**src/rtl/rega_controller.sv**
```systemverilog
// Irrigation sequencer placed in front of the BCD countdown timer.
// It latches a watering duration from the switches and loads it into the timer presets.
// While watering it gates the valve and produces the 1 Hz count tick. After each cycle it
// holds the valve off for a cooldown period. A free-running digit selector drives the
// display scan.
//
// Ports:
//   clk, reset             system clock; asynchronous active-high reset
//   start, stop, umido     watering request, abort request, soil-wet sensor (1 = wet)
//   dur_dm, dur_um         requested duration, BCD tens / units of minutes
//   timer_zero             timer reports 00:00
//   tick, load             one-cycle count pulse and preset load strobe to the timer
//   preset_us/ds/um/dm     latched BCD preset digits
//   seletor                display digit select (0..3)
//   valvula                valve drive
//   abortado               last cycle ended by stop or wet soil
//   estado                 FSM state code (IDLE=00, LOAD=01, WATER=10, COOLDOWN=11)
module rega_controller #(
  parameter int unsigned TICK_DIV   = 50000000,
  parameter int unsigned SCAN_DIV   = 50000,
  parameter int unsigned COOLDOWN_S = 10
) (
  input  logic       clk,
  input  logic       reset,
  input  logic       start,
  input  logic       stop,
  input  logic       umido,
  input  logic [3:0] dur_dm,
  input  logic [3:0] dur_um,
  input  logic       timer_zero,
  output logic       tick,
  output logic       load,
  output logic [3:0] preset_us,
  output logic [3:0] preset_ds,
  output logic [3:0] preset_um,
  output logic [3:0] preset_dm,
  output logic [1:0] seletor,
  output logic       valvula,
  output logic       abortado,
  output logic [1:0] estado
);

  localparam int unsigned PreW  = (TICK_DIV > 1) ? $clog2(TICK_DIV) : 1;
  localparam int unsigned SecW  = (COOLDOWN_S > 1) ? $clog2(COOLDOWN_S) : 1;
  localparam int unsigned ScanW = (SCAN_DIV > 1) ? $clog2(SCAN_DIV) : 1;

  localparam logic [PreW-1:0]  PreLast  = PreW'(TICK_DIV - 1);
  localparam logic [SecW-1:0]  SecLast  = SecW'(COOLDOWN_S - 1);
  localparam logic [ScanW-1:0] ScanLast = ScanW'(SCAN_DIV - 1);

  typedef enum logic [1:0] {
    StIdle     = 2'b00,
    StLoad     = 2'b01,
    StWater    = 2'b10,
    StCooldown = 2'b11
  } stateE;

  stateE            stateQ, stateD;
  logic [PreW-1:0]  preQ, preD;
  logic [SecW-1:0]  secQ, secD;
  logic [ScanW-1:0] scanQ;
  logic [1:0]       seletorQ;
  logic             tickQ, tickD;
  logic             loadQ, valvQ;
  logic             abortQ, abortD;
  logic             latchPreset;
  logic [3:0]       presetDmQ, presetUmQ, presetDsQ, presetUsQ;
  logic             startOk;
  logic             preWrap;

  assign startOk = start && !stop && !umido && (dur_dm <= 4'd9) && (dur_um <= 4'd9) &&
                   ({dur_dm, dur_um} != 8'h00);
  assign preWrap = (preQ == PreLast);

  always_comb begin
    stateD      = stateQ;
    preD        = preQ;
    secD        = secQ;
    tickD       = 1'b0;
    abortD      = abortQ;
    latchPreset = 1'b0;
    unique case (stateQ)
      StIdle: begin
        if (startOk) begin
          stateD      = StLoad;
          latchPreset = 1'b1;
          abortD      = 1'b0;
          preD        = '0;
          secD        = '0;
        end
      end
      StLoad: begin
        stateD = StWater;
        preD   = '0;
      end
      StWater: begin
        // Abort outranks normal completion; neither exit emits a tick.
        if (stop || umido) begin
          stateD = StCooldown;
          abortD = 1'b1;
          preD   = '0;
          secD   = '0;
        end else if (timer_zero) begin
          stateD = StCooldown;
          preD   = '0;
          secD   = '0;
        end else begin
          tickD = preWrap;
          preD  = preWrap ? '0 : preQ + PreW'(1);
        end
      end
      StCooldown: begin
        if (preWrap) begin
          preD = '0;
          if (secQ == SecLast) begin
            stateD = StIdle;
            secD   = '0;
          end else begin
            secD = secQ + SecW'(1);
          end
        end else begin
          preD = preQ + PreW'(1);
        end
      end
      default: stateD = StIdle;
    endcase
  end

  always_ff @(posedge clk or posedge reset) begin
    if (reset) begin
      stateQ <= StIdle;
      preQ   <= '0;
      secQ   <= '0;
      tickQ  <= 1'b0;
      loadQ  <= 1'b0;
      valvQ  <= 1'b0;
      abortQ <= 1'b0;
    end else begin
      stateQ <= stateD;
      preQ   <= preD;
      secQ   <= secD;
      tickQ  <= tickD;
      // Registered decodes of the next state, so they line up with estado.
      loadQ  <= (stateD == StLoad);
      valvQ  <= (stateD == StWater);
      abortQ <= abortD;
    end
  end

  always_ff @(posedge clk or posedge reset) begin
    if (reset) begin
      presetDmQ <= '0;
      presetUmQ <= '0;
      presetDsQ <= '0;
      presetUsQ <= '0;
    end else if (latchPreset) begin
      presetDmQ <= dur_dm;
      presetUmQ <= dur_um;
      presetDsQ <= '0;
      presetUsQ <= '0;
    end
  end

  // Display scan runs in every state and is cleared only by reset.
  always_ff @(posedge clk or posedge reset) begin
    if (reset) begin
      scanQ    <= '0;
      seletorQ <= '0;
    end else if (scanQ == ScanLast) begin
      scanQ    <= '0;
      seletorQ <= seletorQ + 2'd1;
    end else begin
      scanQ <= scanQ + ScanW'(1);
    end
  end

  assign estado    = stateQ;
  assign tick      = tickQ;
  assign load      = loadQ;
  assign valvula   = valvQ;
  assign abortado  = abortQ;
  assign seletor   = seletorQ;
  assign preset_dm = presetDmQ;
  assign preset_um = presetUmQ;
  assign preset_ds = presetDsQ;
  assign preset_us = presetUsQ;

endmodule

```
**config.mk**
```make
export PLATFORM = sky130hd
export DESIGN_NAME = rega_controller
export DESIGN_NICKNAME = d
export VERILOG_FILES = /design/src/rtl/rega_controller.sv
export SDC_FILE = /design/constraint.sdc
export NUM_CORES = 1
export LEC_CHECK = 0
export BUFFER_PORTS_ARGS = -buffer_cell sky130_fd_sc_hd__buf_2
export CORE_MARGIN = 4
export CORE_UTILIZATION = 45
export CTS_CLUSTER_SIZE = 14
export DETAILED_ROUTE_END_ITERATION = 16
export GPL_ROUTABILITY_DRIVEN = 0
export GPL_TIMING_DRIVEN = 0
export PLACE_DENSITY = 0.72
export SLEW_MARGIN = 10
export SYNTH_ARGS = -nofsm -noshare
export SYNTH_HDL_FRONTEND = slang
export SYNTH_SLANG_ARGS = --single-unit
```
**constraint.sdc**
```tcl
create_clock -name clk -period 7 [get_ports clk]
set_clock_uncertainty 0.1 [all_clocks]
set_input_delay 1.75 -clock clk [delete_from_list [all_inputs] [get_ports clk]]
set_output_delay 1.75 -clock clk [all_outputs]
set_load 0.05 [all_outputs]
```
==> out/results.ini <==
[setup_path]
max_stage_delay_ns=0.69
cp_max_fo=10
critical_path_class=input pin to flip-flop
startpoint_type=input pin
critPathBufInv=2
crit_family=compound AO/OA/AOI/OAI gates
worstPathRequired_ns=7.16
cp-end-kind=flip-flop
crit_slowest_cell=a21boi_0
crit_top_cell=o21ai_0
path_cells=buf_2 -> nor4_1 -> nand2_1 -> a21boi_0 -> clkbuf_1 -> o21ai_0 -> o21ai_0
arrival_ns=3.75

[sta]
rsz0062_at_grt=no
fin_setup_tns_ns=0
hold_viol=0
drv_slew=0
min_period_over_period=0.5128
setup_viol=0
max_freq_mhz=278.6
max_slew_margin=0.4293
finalCriticalPeriod_ns=3.590
tightestPinTransition_ns=0.8484

[route]
wirelength_mm=6.996
vias_per_cell=5.568
antenna_left=0
wl_per_cell_um=14.51
drtPass1Iterations=5
vias=2684
drc=0
drt_iter0_markers=176

[synthesis]
ys_types=47
synth_compound_area_frac=0.1308
yosys_warnings=0
synth_mux_area_frac=0.03793
seq_area_frac_synth=0.4799
netlist_area_um2=3233
syn_area_per_cell_um2=9.680
synth_xor_area_frac=0.04334
yosys_register_bits=62
synthAdderAreaFrac=0.01548
synthCells=334
synth_top_family_by_area=simple AND/OR/NAND/NOR gates
synthSimpleGateAreaFrac=0.2473

[global_routing]
antenna_found_initial=0
grt_usage=0.1761
gr-total-overflow=0
grt_max_degree=63
grt_pass1_wl_mm=12.19
grt_pass1_vias=2616

[die]
coreArea_um2=6869
io-pin-count=38
die_area_um2=8604
row_count=30
initial_core_util=0.4707
dieHeight_um=92.76
die_w_um=92.76

[cts]
cts_sinks=62
clk_pin_slew_ns=0.08
post_cts_buffers=0
cts_tree=done
cts_max_path_buffers=2
cts_resized=0
cts_buffers=9
clk_latency_ns=0.34
cts-root-buf=clkbuf_8
cts_hold_buf=0
htreeDepth=3

[power_and_ir_drop]
switching_power_w=0.0002311
internal-power_w=0.0006289
combPwrFrac=0.109
netSwitchingFraction=0.2687
ir_worst_vdd_uv=96.85
seqPwrFrac=0.470
pwr_density_cell_nw_per_um2=228.8
leakagePower_nw=1.749
power_w=0.0008600
clock_power_share=0.422

[placed_design]
io_buffers=29
dp_hpwl_mm=4.920

[cells_and_area]
drive_above_1_share=0.1969
fill_cells=601
insertedDiodeCount=0
syn2layout_area_growth_pct=16.25
fin_nets=399
ff_latch_area_um2=1551
multi_input_area_um2=1565

[hold_path]
hold_class=flip-flop to flip-flop

[outcome]
status=finished, final reports clean

[job]
maxCapViolCount=0

-- sequential cells by signal (all words and copies together), names as in the netlist --
name       cells
preQ          26
abortado       1
valvula        1
preset_um      4
seletor        2
preset_dm      4
secQ           4
load           1
estado         2
scanQ         16
tick           1
-- placed cells by master (no fill, tap or decap), drive strengths merged, types with 9 or more instances in the layout --
| cell | count |
|---|---|
| a31oi | 16 |
| nor2 | 26 |
| clkbuf | 18 |
| mux2 | 10 |
| inv | 9 |
| nand2 | 34 |
| buf | 41 |
| o21ai | 19 |
| nand3 | 28 |
| dfrtp | 62 |
| nand4 | 15 |
| xnor2 | 9 |
| a21oi | 9 |
-- cell families after synthesis --
logic type | count (synthesis)
AND/OR/NAND/NOR | 146
AO/OA/AOI/OAI | 66
flip-flops | 62
buffers and inverters | 28
XOR/XNOR | 16
multiplexers | 11
adder cells (fa/ha/maj) | 4
other | 1
-- routing by layer --
metal	up-vias	part of all wire	track usage
li1	1307	-	-
met1	1295	0.45	0.2260
met4	0	0.016	0.06960
met3	13	0.042	0.04062
met2	69	0.49	0.2873
met5	-	0	0
-- power by group through the flow --
stage	registers, W	clock network, W	logic [W]
after floorplan	0.000404	0	0.0000772
after detailed placement	0.000410	0	0.0000948
final	0.000404	0.000363	0.0000934
after global placement	0.000409	0	0.0000920
after global routing	0.000408	0.000384	0.000108
after CTS	0.000403	0.000370	0.0000950
-- path summary, 6_finish.rpt --
check / startpoint / to / slack, ns / depth (start not counted)
setup / recovery: dur_um[3] / preQ[8] / 3.41 / 7
hold / removal: seletor[1] / seletor[1] / 0.37 / 1
setup reg to reg: preQ[0] / preQ[23] / 4.45 / 7
hold reg to reg: seletor[1] / seletor[1] / 0.37 / 1
max in group asynchronous: reset / preQ[4] / 4.87 / 2
min in group asynchronous: reset / preset_dm[1] / 1.44 / 2
-- Yosys cell counts (all sizes together) --
master,instances,area share
dfrtp,62,0.48
nand2,34,0.039
nand3,28,0.043
nor2,26,0.030
o21ai,19,0.029
a31oi,16,0.031
nand4,15,0.029
buf,12,0.026
mux2,10,0.035
a21oi,9,0.015
xnor2,9,0.024
clkbuf,8,0.0093
inv,8,0.0093
nor3,8,0.012
xor2,7,0.019
and3,6,0.012
and4,6,0.017
nor4,5,0.014
o211ai,5,0.012
ha,4,0.015
a21o,3,0.0070
a22o,3,0.0081
a41oi,3,0.0081
nand2b,3,0.0058
o21a,3,0.0070
or4,3,0.0081
a221o,2,0.0062
and2,2,0.0039
nand4bb,2,0.014
nor2b,2,0.0039
a21boi,1,0.0023
a22oi,1,0.0023
and2b,1,0.0023
and3b,1,0.0027
conb,1,0.0012
mux2i,1,0.0031
nor3b,1,0.0023
o311ai,1,0.0027
or3,1,0.0019
or3b,1,0.0027
or4b,1,0.0031
-- through the flow --
step | worst slack (ns) | std cells | cell area, um^2 | utilization | hold slack [ns]
6_report | 3.410 | 482 | 3759 | 0.5472 | 0.3731
3_3_place_gp | 2.819 | 466 | 3525 | 0.5131 | 0.3561
2_1_floorplan | 3.609 | 341 | 3259 | - | 0.3479
5_1_grt | 3.068 | 482 | 3759 | 0.5472 | 0.4056
4_1_cts | 3.411 | 482 | 3759 | 0.5472 | 0.3786
3_5_place_dp | 3.059 | 466 | 3527 | 0.5135 | 0.3640
-- area by class of cell --
class	instances	share of cell area
inverter	8	0.008655
clock buffer	10	0.03662
tap	96	0.03196
timing repair buffer	29	0.03862
multi-input combinational	251	0.4164
clock inverter	6	0.02497
buffer	20	0.02996
sequential	62	0.4128
Power figures use the tool's default switching activity.
